**config.mk**
```make
export PLATFORM = sky130hd
export DESIGN_NAME = flu_wb_arbiter
export DESIGN_NICKNAME = d
export VERILOG_FILES = /design/src/rtl/flu_wb_arbiter.sv
export SDC_FILE = /design/constraint.sdc
export NUM_CORES = 1
export LEC_CHECK = 0
export ABC_AREA = 1
export BUFFER_PORTS_ARGS = -buffer_cell sky130_fd_sc_hd__clkbuf_2
export CAP_MARGIN = 40
export CORE_MARGIN = 2
export CORE_UTILIZATION = 47
export DETAILED_ROUTE_END_ITERATION = 7
export PLACE_DENSITY = 0.78
export REMOVE_ABC_BUFFERS = 1
export SYNTH_ARGS = -nofsm -noshare
export SYNTH_HDL_FRONTEND = slang
export SYNTH_SLANG_ARGS = --single-unit
```
**constraint.sdc**
```tcl
create_clock -name clk_i -period 1.5 [get_ports clk_i]
set_input_delay 0.15 -clock clk_i [delete_from_list [all_inputs] [get_ports clk_i]]
set_output_delay 0.15 -clock clk_i [all_outputs]
set_load 0.005 [all_outputs]
```
**src/rtl/flu_wb_arbiter.sv**
```systemverilog
// flu_wb_arbiter
//   Arbitrates the single fixed-latency-unit writeback port into the scoreboard
//   between three result sources:
//     s0 - single-cycle ALU/branch/CSR results (cannot be back-pressured)
//     s1 - multiplier results
//     s2 - VALU results
//   s1 and s2 each own a 1-entry holding buffer, so a result that loses
//   arbitration is kept rather than dropped. When a held result has waited long
//   enough, stall_issue_o throttles FLU issue so the next cycle can force the
//   held result through ahead of s0.
//
// Ports
//   clk_i, rst_ni              clock, asynchronous active-low reset
//   flush_i                    drop held results, suppress writeback this cycle
//   sK_valid/result/trans_id_i result sources (K = 0,1,2)
//   s1_ready_o, s2_ready_o     source may present a result (buffer empty)
//   wb_valid/result/trans_id_o writeback to the scoreboard
//   wb_src_o                   granted source (0/1/2)
//   stall_issue_o              issue must not send an FLU op next cycle
//   perf_collision_o           count of results captured into buffers
//
// Configuration
//   FLU_WB_ARBITER_PERF_EN     when defined, perf_collision_o is a live 32-bit
//                              wrapping counter; otherwise it is tied to 0.

module flu_wb_arbiter #(
  parameter int unsigned XLEN          = 64,
  parameter int unsigned TRANS_ID_BITS = 3,
  parameter int unsigned STARVE_LIMIT  = 4
) (
  input  logic                     clk_i,
  input  logic                     rst_ni,
  input  logic                     flush_i,
  input  logic                     s0_valid_i,
  input  logic [XLEN-1:0]          s0_result_i,
  input  logic [TRANS_ID_BITS-1:0] s0_trans_id_i,
  input  logic                     s1_valid_i,
  input  logic [XLEN-1:0]          s1_result_i,
  input  logic [TRANS_ID_BITS-1:0] s1_trans_id_i,
  output logic                     s1_ready_o,
  input  logic                     s2_valid_i,
  input  logic [XLEN-1:0]          s2_result_i,
  input  logic [TRANS_ID_BITS-1:0] s2_trans_id_i,
  output logic                     s2_ready_o,
  output logic                     wb_valid_o,
  output logic [XLEN-1:0]          wb_result_o,
  output logic [TRANS_ID_BITS-1:0] wb_trans_id_o,
  output logic [1:0]               wb_src_o,
  output logic                     stall_issue_o,
  output logic [31:0]              perf_collision_o
);

  localparam int unsigned CntW = $clog2(STARVE_LIMIT + 1);
  localparam logic [CntW-1:0] CntMax   = CntW'(STARVE_LIMIT);
  localparam logic [CntW-1:0] CntStall = CntW'(STARVE_LIMIT - 1);

  logic                     held1_q, held1_d, held2_q, held2_d;
  logic [XLEN-1:0]          res1_q, res1_d, res2_q, res2_d;
  logic [TRANS_ID_BITS-1:0] id1_q, id1_d, id2_q, id2_d;
  logic [CntW-1:0]          cnt1_q, cnt1_d, cnt2_q, cnt2_d;
  // 0: s1 preferred, 1: s2 preferred
  logic                     rr_q, rr_d;

  logic force1, force2, cand1, cand2;
  logic gnt_s0, gnt_s1, gnt_s2;
  logic cap1, cap2;

  assign force1 = held1_q & (cnt1_q >= CntMax);
  assign force2 = held2_q & (cnt2_q >= CntMax);
  assign cand1  = held1_q | s1_valid_i;
  assign cand2  = held2_q | s2_valid_i;

  // Forced held entries beat s0; otherwise s0 beats the round-robin pair.
  always_comb begin
    gnt_s0 = 1'b0;
    gnt_s1 = 1'b0;
    gnt_s2 = 1'b0;
    if (force1 && force2) begin
      gnt_s1 = ~rr_q;
      gnt_s2 = rr_q;
    end else if (force1) begin
      gnt_s1 = 1'b1;
    end else if (force2) begin
      gnt_s2 = 1'b1;
    end else if (s0_valid_i) begin
      gnt_s0 = 1'b1;
    end else if (cand1 && cand2) begin
      gnt_s1 = ~rr_q;
      gnt_s2 = rr_q;
    end else if (cand1) begin
      gnt_s1 = 1'b1;
    end else if (cand2) begin
      gnt_s2 = 1'b1;
    end
  end

  // Results arriving during a flush are discarded, never captured.
  assign cap1 = s1_valid_i & ~held1_q & ~gnt_s1 & ~flush_i;
  assign cap2 = s2_valid_i & ~held2_q & ~gnt_s2 & ~flush_i;

  always_comb begin
    wb_valid_o    = 1'b0;
    wb_result_o   = '0;
    wb_trans_id_o = '0;
    wb_src_o      = 2'd0;
    if (!flush_i) begin
      if (gnt_s0) begin
        wb_valid_o    = 1'b1;
        wb_result_o   = s0_result_i;
        wb_trans_id_o = s0_trans_id_i;
        wb_src_o      = 2'd0;
      end else if (gnt_s1) begin
        wb_valid_o    = 1'b1;
        wb_result_o   = held1_q ? res1_q : s1_result_i;
        wb_trans_id_o = held1_q ? id1_q : s1_trans_id_i;
        wb_src_o      = 2'd1;
      end else if (gnt_s2) begin
        wb_valid_o    = 1'b1;
        wb_result_o   = held2_q ? res2_q : s2_result_i;
        wb_trans_id_o = held2_q ? id2_q : s2_trans_id_i;
        wb_src_o      = 2'd2;
      end
    end
  end

  always_comb begin
    held1_d = held1_q;
    res1_d  = res1_q;
    id1_d   = id1_q;
    cnt1_d  = cnt1_q;
    held2_d = held2_q;
    res2_d  = res2_q;
    id2_d   = id2_q;
    cnt2_d  = cnt2_q;
    rr_d    = rr_q;
    if (flush_i) begin
      held1_d = 1'b0;
      cnt1_d  = '0;
      held2_d = 1'b0;
      cnt2_d  = '0;
      rr_d    = 1'b0;
    end else begin
      if (gnt_s1 || gnt_s2) begin
        rr_d = gnt_s1;
      end
      if (held1_q) begin
        if (gnt_s1) begin
          held1_d = 1'b0;
          cnt1_d  = '0;
        end else if (cnt1_q != CntMax) begin
          cnt1_d = cnt1_q + 1'b1;
        end
      end else if (cap1) begin
        held1_d = 1'b1;
        cnt1_d  = CntW'(1);
        res1_d  = s1_result_i;
        id1_d   = s1_trans_id_i;
      end
      if (held2_q) begin
        if (gnt_s2) begin
          held2_d = 1'b0;
          cnt2_d  = '0;
        end else if (cnt2_q != CntMax) begin
          cnt2_d = cnt2_q + 1'b1;
        end
      end else if (cap2) begin
        held2_d = 1'b1;
        cnt2_d  = CntW'(1);
        res2_d  = s2_result_i;
        id2_d   = s2_trans_id_i;
      end
    end
  end

  always_ff @(posedge clk_i or negedge rst_ni) begin
    if (!rst_ni) begin
      held1_q <= 1'b0;
      res1_q  <= '0;
      id1_q   <= '0;
      cnt1_q  <= '0;
      held2_q <= 1'b0;
      res2_q  <= '0;
      id2_q   <= '0;
      cnt2_q  <= '0;
      rr_q    <= 1'b0;
    end else begin
      held1_q <= held1_d;
      res1_q  <= res1_d;
      id1_q   <= id1_d;
      cnt1_q  <= cnt1_d;
      held2_q <= held2_d;
      res2_q  <= res2_d;
      id2_q   <= id2_d;
      cnt2_q  <= cnt2_d;
      rr_q    <= rr_d;
    end
  end

  assign s1_ready_o = ~held1_q;
  assign s2_ready_o = ~held2_q;

  // Raised one cycle before a held entry becomes forced, so s0 is idle then.
  assign stall_issue_o = (held1_q & (cnt1_q >= CntStall)) |
                         (held2_q & (cnt2_q >= CntStall));

`ifdef FLU_WB_ARBITER_PERF_EN
  logic [31:0] perf_q;

  always_ff @(posedge clk_i or negedge rst_ni) begin
    if (!rst_ni) begin
      perf_q <= '0;
    end else begin
      perf_q <= perf_q + {31'b0, cap1} + {31'b0, cap2};
    end
  end

  assign perf_collision_o = perf_q;
`else
  assign perf_collision_o = '0;
`endif

endmodule

```
==> flow_metrics.py <==
metrics = {
    "place": {
        "dpl.cell_count": 2019,
        "port_buffers": 279,
        "place_area_um2": 11510,
        "routabilityCongestion": 0.8639,
        "place_hpwl_um": 19280,
    },
    "yosys": {
        "ys_types": 26,
        "synth-main-ff-cell": "dfrtp_1",
        "synth-seq-cells": 143,
        "yosysMostFrequentCell": "nand2_1",
        "synth_edf_count": 0,
        "yosysTopAreaCell": "dfrtp_1",
        "netlist_area_um2": 9615,
        "ys.warnings.count": 0,
        "yosysTopAreaCellShare_pct": 37.22,
        "syn_area_per_cell_um2": 6.351,
        "synthArstFlopShare_pct": 100.0,
        "syn_inst": 1514,
        "synth_commonest_cells": "nand2_1, inv_1, o21ai_0",
        "synth_area_leaders": "dfrtp_1, nand2_1, o21ai_0, inv_1, nand3_1",
        "yosysSeqAreaShare_pct": 37.22,
    },
    "timing": {
        "layout_min_cycle_time_ns": 2.290,
        "drv_slew": 0,
        "fin_crit_sh_pct": 152.7,
        "fin_ws_ns": -0.7903,
        "rsz0062_at_grt": "yes",
        "max_freq_ghz": 0.4366,
        "finClkSkew_ns": 0.007136,
        "setup-violations-final": 216,
        "hold_viol": 0,
    },
    "global_routing": {
        "gr-total-overflow": 0,
        "grt_pass1_vias": 10630,
        "grt_usage_pct": 28.69,
        "antenna_found_initial": 2,
        "grt_max_degree": 74,
        "grt_pass1_wl_um": 50430,
    },
    "die": {
        "coreArea_um2": 20170,
        "die_w_um": 147.0,
        "row_count": 52,
        "die_h_um": 147.0,
        "io_pins": 312,
        "initial_core_util_pct": 47.67,
        "die-area_um2": 21620,
    },
    "clock_network": {
        "cts.sinks": 143,
        "cts_buffers": 17,
        "cts_buffer_depth": 2,
        "path_clk_slew_ns": 0.06,
        "cts-root-buf": "clkbuf_16",
        "cts_tree": "yes",
        "h-tree-depth": 4,
        "insertion_delay_ns": 0.42,
    },
    "critical_path": {
        "reg2reg_slack_ns": -0.46,
        "reg2reg_to": "id1_q[2]",
        "cp_top_family": "buffers and inverters",
        "cp_cell_sequence": "nand2_4 -> inv_6 -> buf_6 -> nand3_4 -> buf_12 -> buf_12 -> nand3_2 -> nand3_1 -> nand2_2 -> inv_1 -> clkbuf_2",
        "r2r_cells": 9,
        "end_kind": "output port",
        "path_class": "flop to output port",
        "crit_buf_inv": 6,
        "critPathMaxFanout": 8,
        "startpoint_type": "flop",
        "worstPathArrival_ns": 2.14,
        "r2r-start": "held1_q",
        "crit_top_cell": "buf_12",
        "slowest_delay_ns": 0.52,
        "slowest_stage": "dfrtp_4",
        "worst-endpoint-required_ns": 1.35,
    },
    "finish": {
        "multi_input_area_um2": 5162,
        "final_cell_count_no_fill": 2194,
        "nFillCells": 1500,
        "drive_gt1_share_pct": 26.33,
        "area_growth_pct": 50.54,
        "fin_nets": 2126,
        "stdcell_area_um2": 14480,
        "ff_latch_area_um2": 3586,
    },
    "drt": {
        "avgRoutedWirePerCell_um": 15.37,
        "drtIter0Drc": 740,
        "drc": 0,
        "num_vias": 11300,
        "ant_nets": 0,
        "firstDrtPassIters": 6,
        "drt-total-wl_um": 33720,
        "via_per_inst": 5.150,
    },
    "run": {
        "maxCapViolations": 0,
    },
    "worst_hold_path": {
        "whs_path_depth": 3,
        "hold_end": "res2_q[32]",
        "hp-class": "input pin to flop",
        "min-delay-start": "s2_result_i[32]",
    },
    "power_and_ir_drop": {
        "powerDensity_nw_per_um2": 955.6,
        "vdd_drop_max_v": 0.0007842,
        "p_leak_nw": 7.804,
    },
    "outcome": {
        "outcome": "finished with violations",
        "violations": "setup timing",
    },
}
==> state kept, by name (all words and copies together) (netlist names) <==
signal,cells
id1_q,3
rr_q,1
held1_q,1
held2_q,1
cnt1_q,3
res2_q,64
id2_q,3
cnt2_q,3
res1_q,64
==> worst register-to-register path, delay by kind of cell, from the launching register on <==
family                 cells  cell delay (ns)
AOI/OAI and AO/OA          1             0.21
buffers and inverters      4             0.66
DFF                        1             0.47
and+or+nand+nor            4             0.54
==> metal layers <==
metal  vias to the layer above  wire [µm]  global-route usage (%)  share of wire (%)
li1                       5437          -                       -                  -
met1                      5206      13420                   35.24                 40
met2                       543      16420                   49.69                 49
met3                       113       2562                   5.528                7.6
met4                         0       1319                   11.83                3.9
met5                         -          0                       0                  0
==> how the worst max path moves through the flow <==
stage             from  slack [ns]         endpoint  cells past startpoint
2_1_floorplan  held1_q       -4.79         id2_q[0]                      7
3_3_place_gp   held2_q       -0.35   wb_result_o[5]                     11
3_5_place_dp   held2_q       -0.39  wb_result_o[30]                     11
4_1_cts        held2_q       -0.73  wb_result_o[22]                     13
5_1_grt        held1_q       -0.89  wb_result_o[58]                     11
6_report       held1_q       -0.79  wb_result_o[31]                     11
==> power breakdown <==
part | switching [W] | internal (W) | total, W
Clock | 0.00166 | 0.00274 | 0.00441
Combinational | 0.00229 | 0.00186 | 0.00415
Sequential | 0.000523 | 0.00475 | 0.00528
==> per-stage QoR <==
step | total power, W | hold WS (ns) | setup TNS, ns | utilization, % | setup slack [ns]
after floorplan | 0.007188 | -0.1456 | -920.09 | - | -4.793
after global routing | 0.01465 | 0.01011 | -119.72 | 71.74 | -0.8927
after CTS | 0.01347 | 0.002881 | -86.41 | 67.80 | -0.7282
final | 0.01383 | 0.003804 | -102.05 | 71.77 | -0.7903
after global placement | 0.008469 | 0.08794 | -59.95 | 57.05 | -0.3538
after detailed placement | 0.008616 | 0.08452 | -67.33 | 57.05 | -0.3870
==> placed cells by master, fill, tap and decap left out, drive strengths merged <==
cell type      n
conb          32
nand2        436
dfrtp        143
o21ai        271
nor2         150
a31oi          1
dlygate4sd3  120
ha             6
clkinv         5
clkbuf       302
o211ai         1
nand4          1
buf           76
bufinv         4
a211oi         1
inv          219
diode          2
bufbuf         2
nand3        148
a21oi          2
nand3b         1
clkinvlp       1
==> kinds of logic (layout without fill, tap and decap cells) <==
| kind of cell | Yosys count | after routing | share of synthesized area [%] |
|---|---|---|---|
| other | 1 | 34 | 0.03900 |
| buffers and inverters | 352 | 729 | 16.37 |
| adder cells (fa/ha/maj) | 6 | 6 | 0.7807 |
| flip-flops | 143 | 143 | 37.22 |
| AND/OR/NAND/NOR | 736 | 736 | 31.16 |
| AO/OA/AOI/OAI | 276 | 276 | 14.43 |
==> layout make-up <==
class | instances | share of cell area [%]
sequential | 143 | 24.77
clock buffer | 17 | 2.939
clock inverter | 11 | 1.167
tap | 270 | 2.334
inverter | 218 | 5.774
timing repair buffer | 483 | 27.31
antenna | 2 | 0.03458
multi-input combinational | 1050 | 35.66
==> timing repair <==
item / in CTS / in global routing
hold buffers: 119 / 1
endpoints found under the setup margin: 216 / 216
pin swaps: 4 / 42
gates cloned: 6 / 11
buffers inserted: 7 / 2
hold endpoints to repair: 173 / 1
gates resized for setup: 36 / 129
Power figures use the tool's default switching activity.
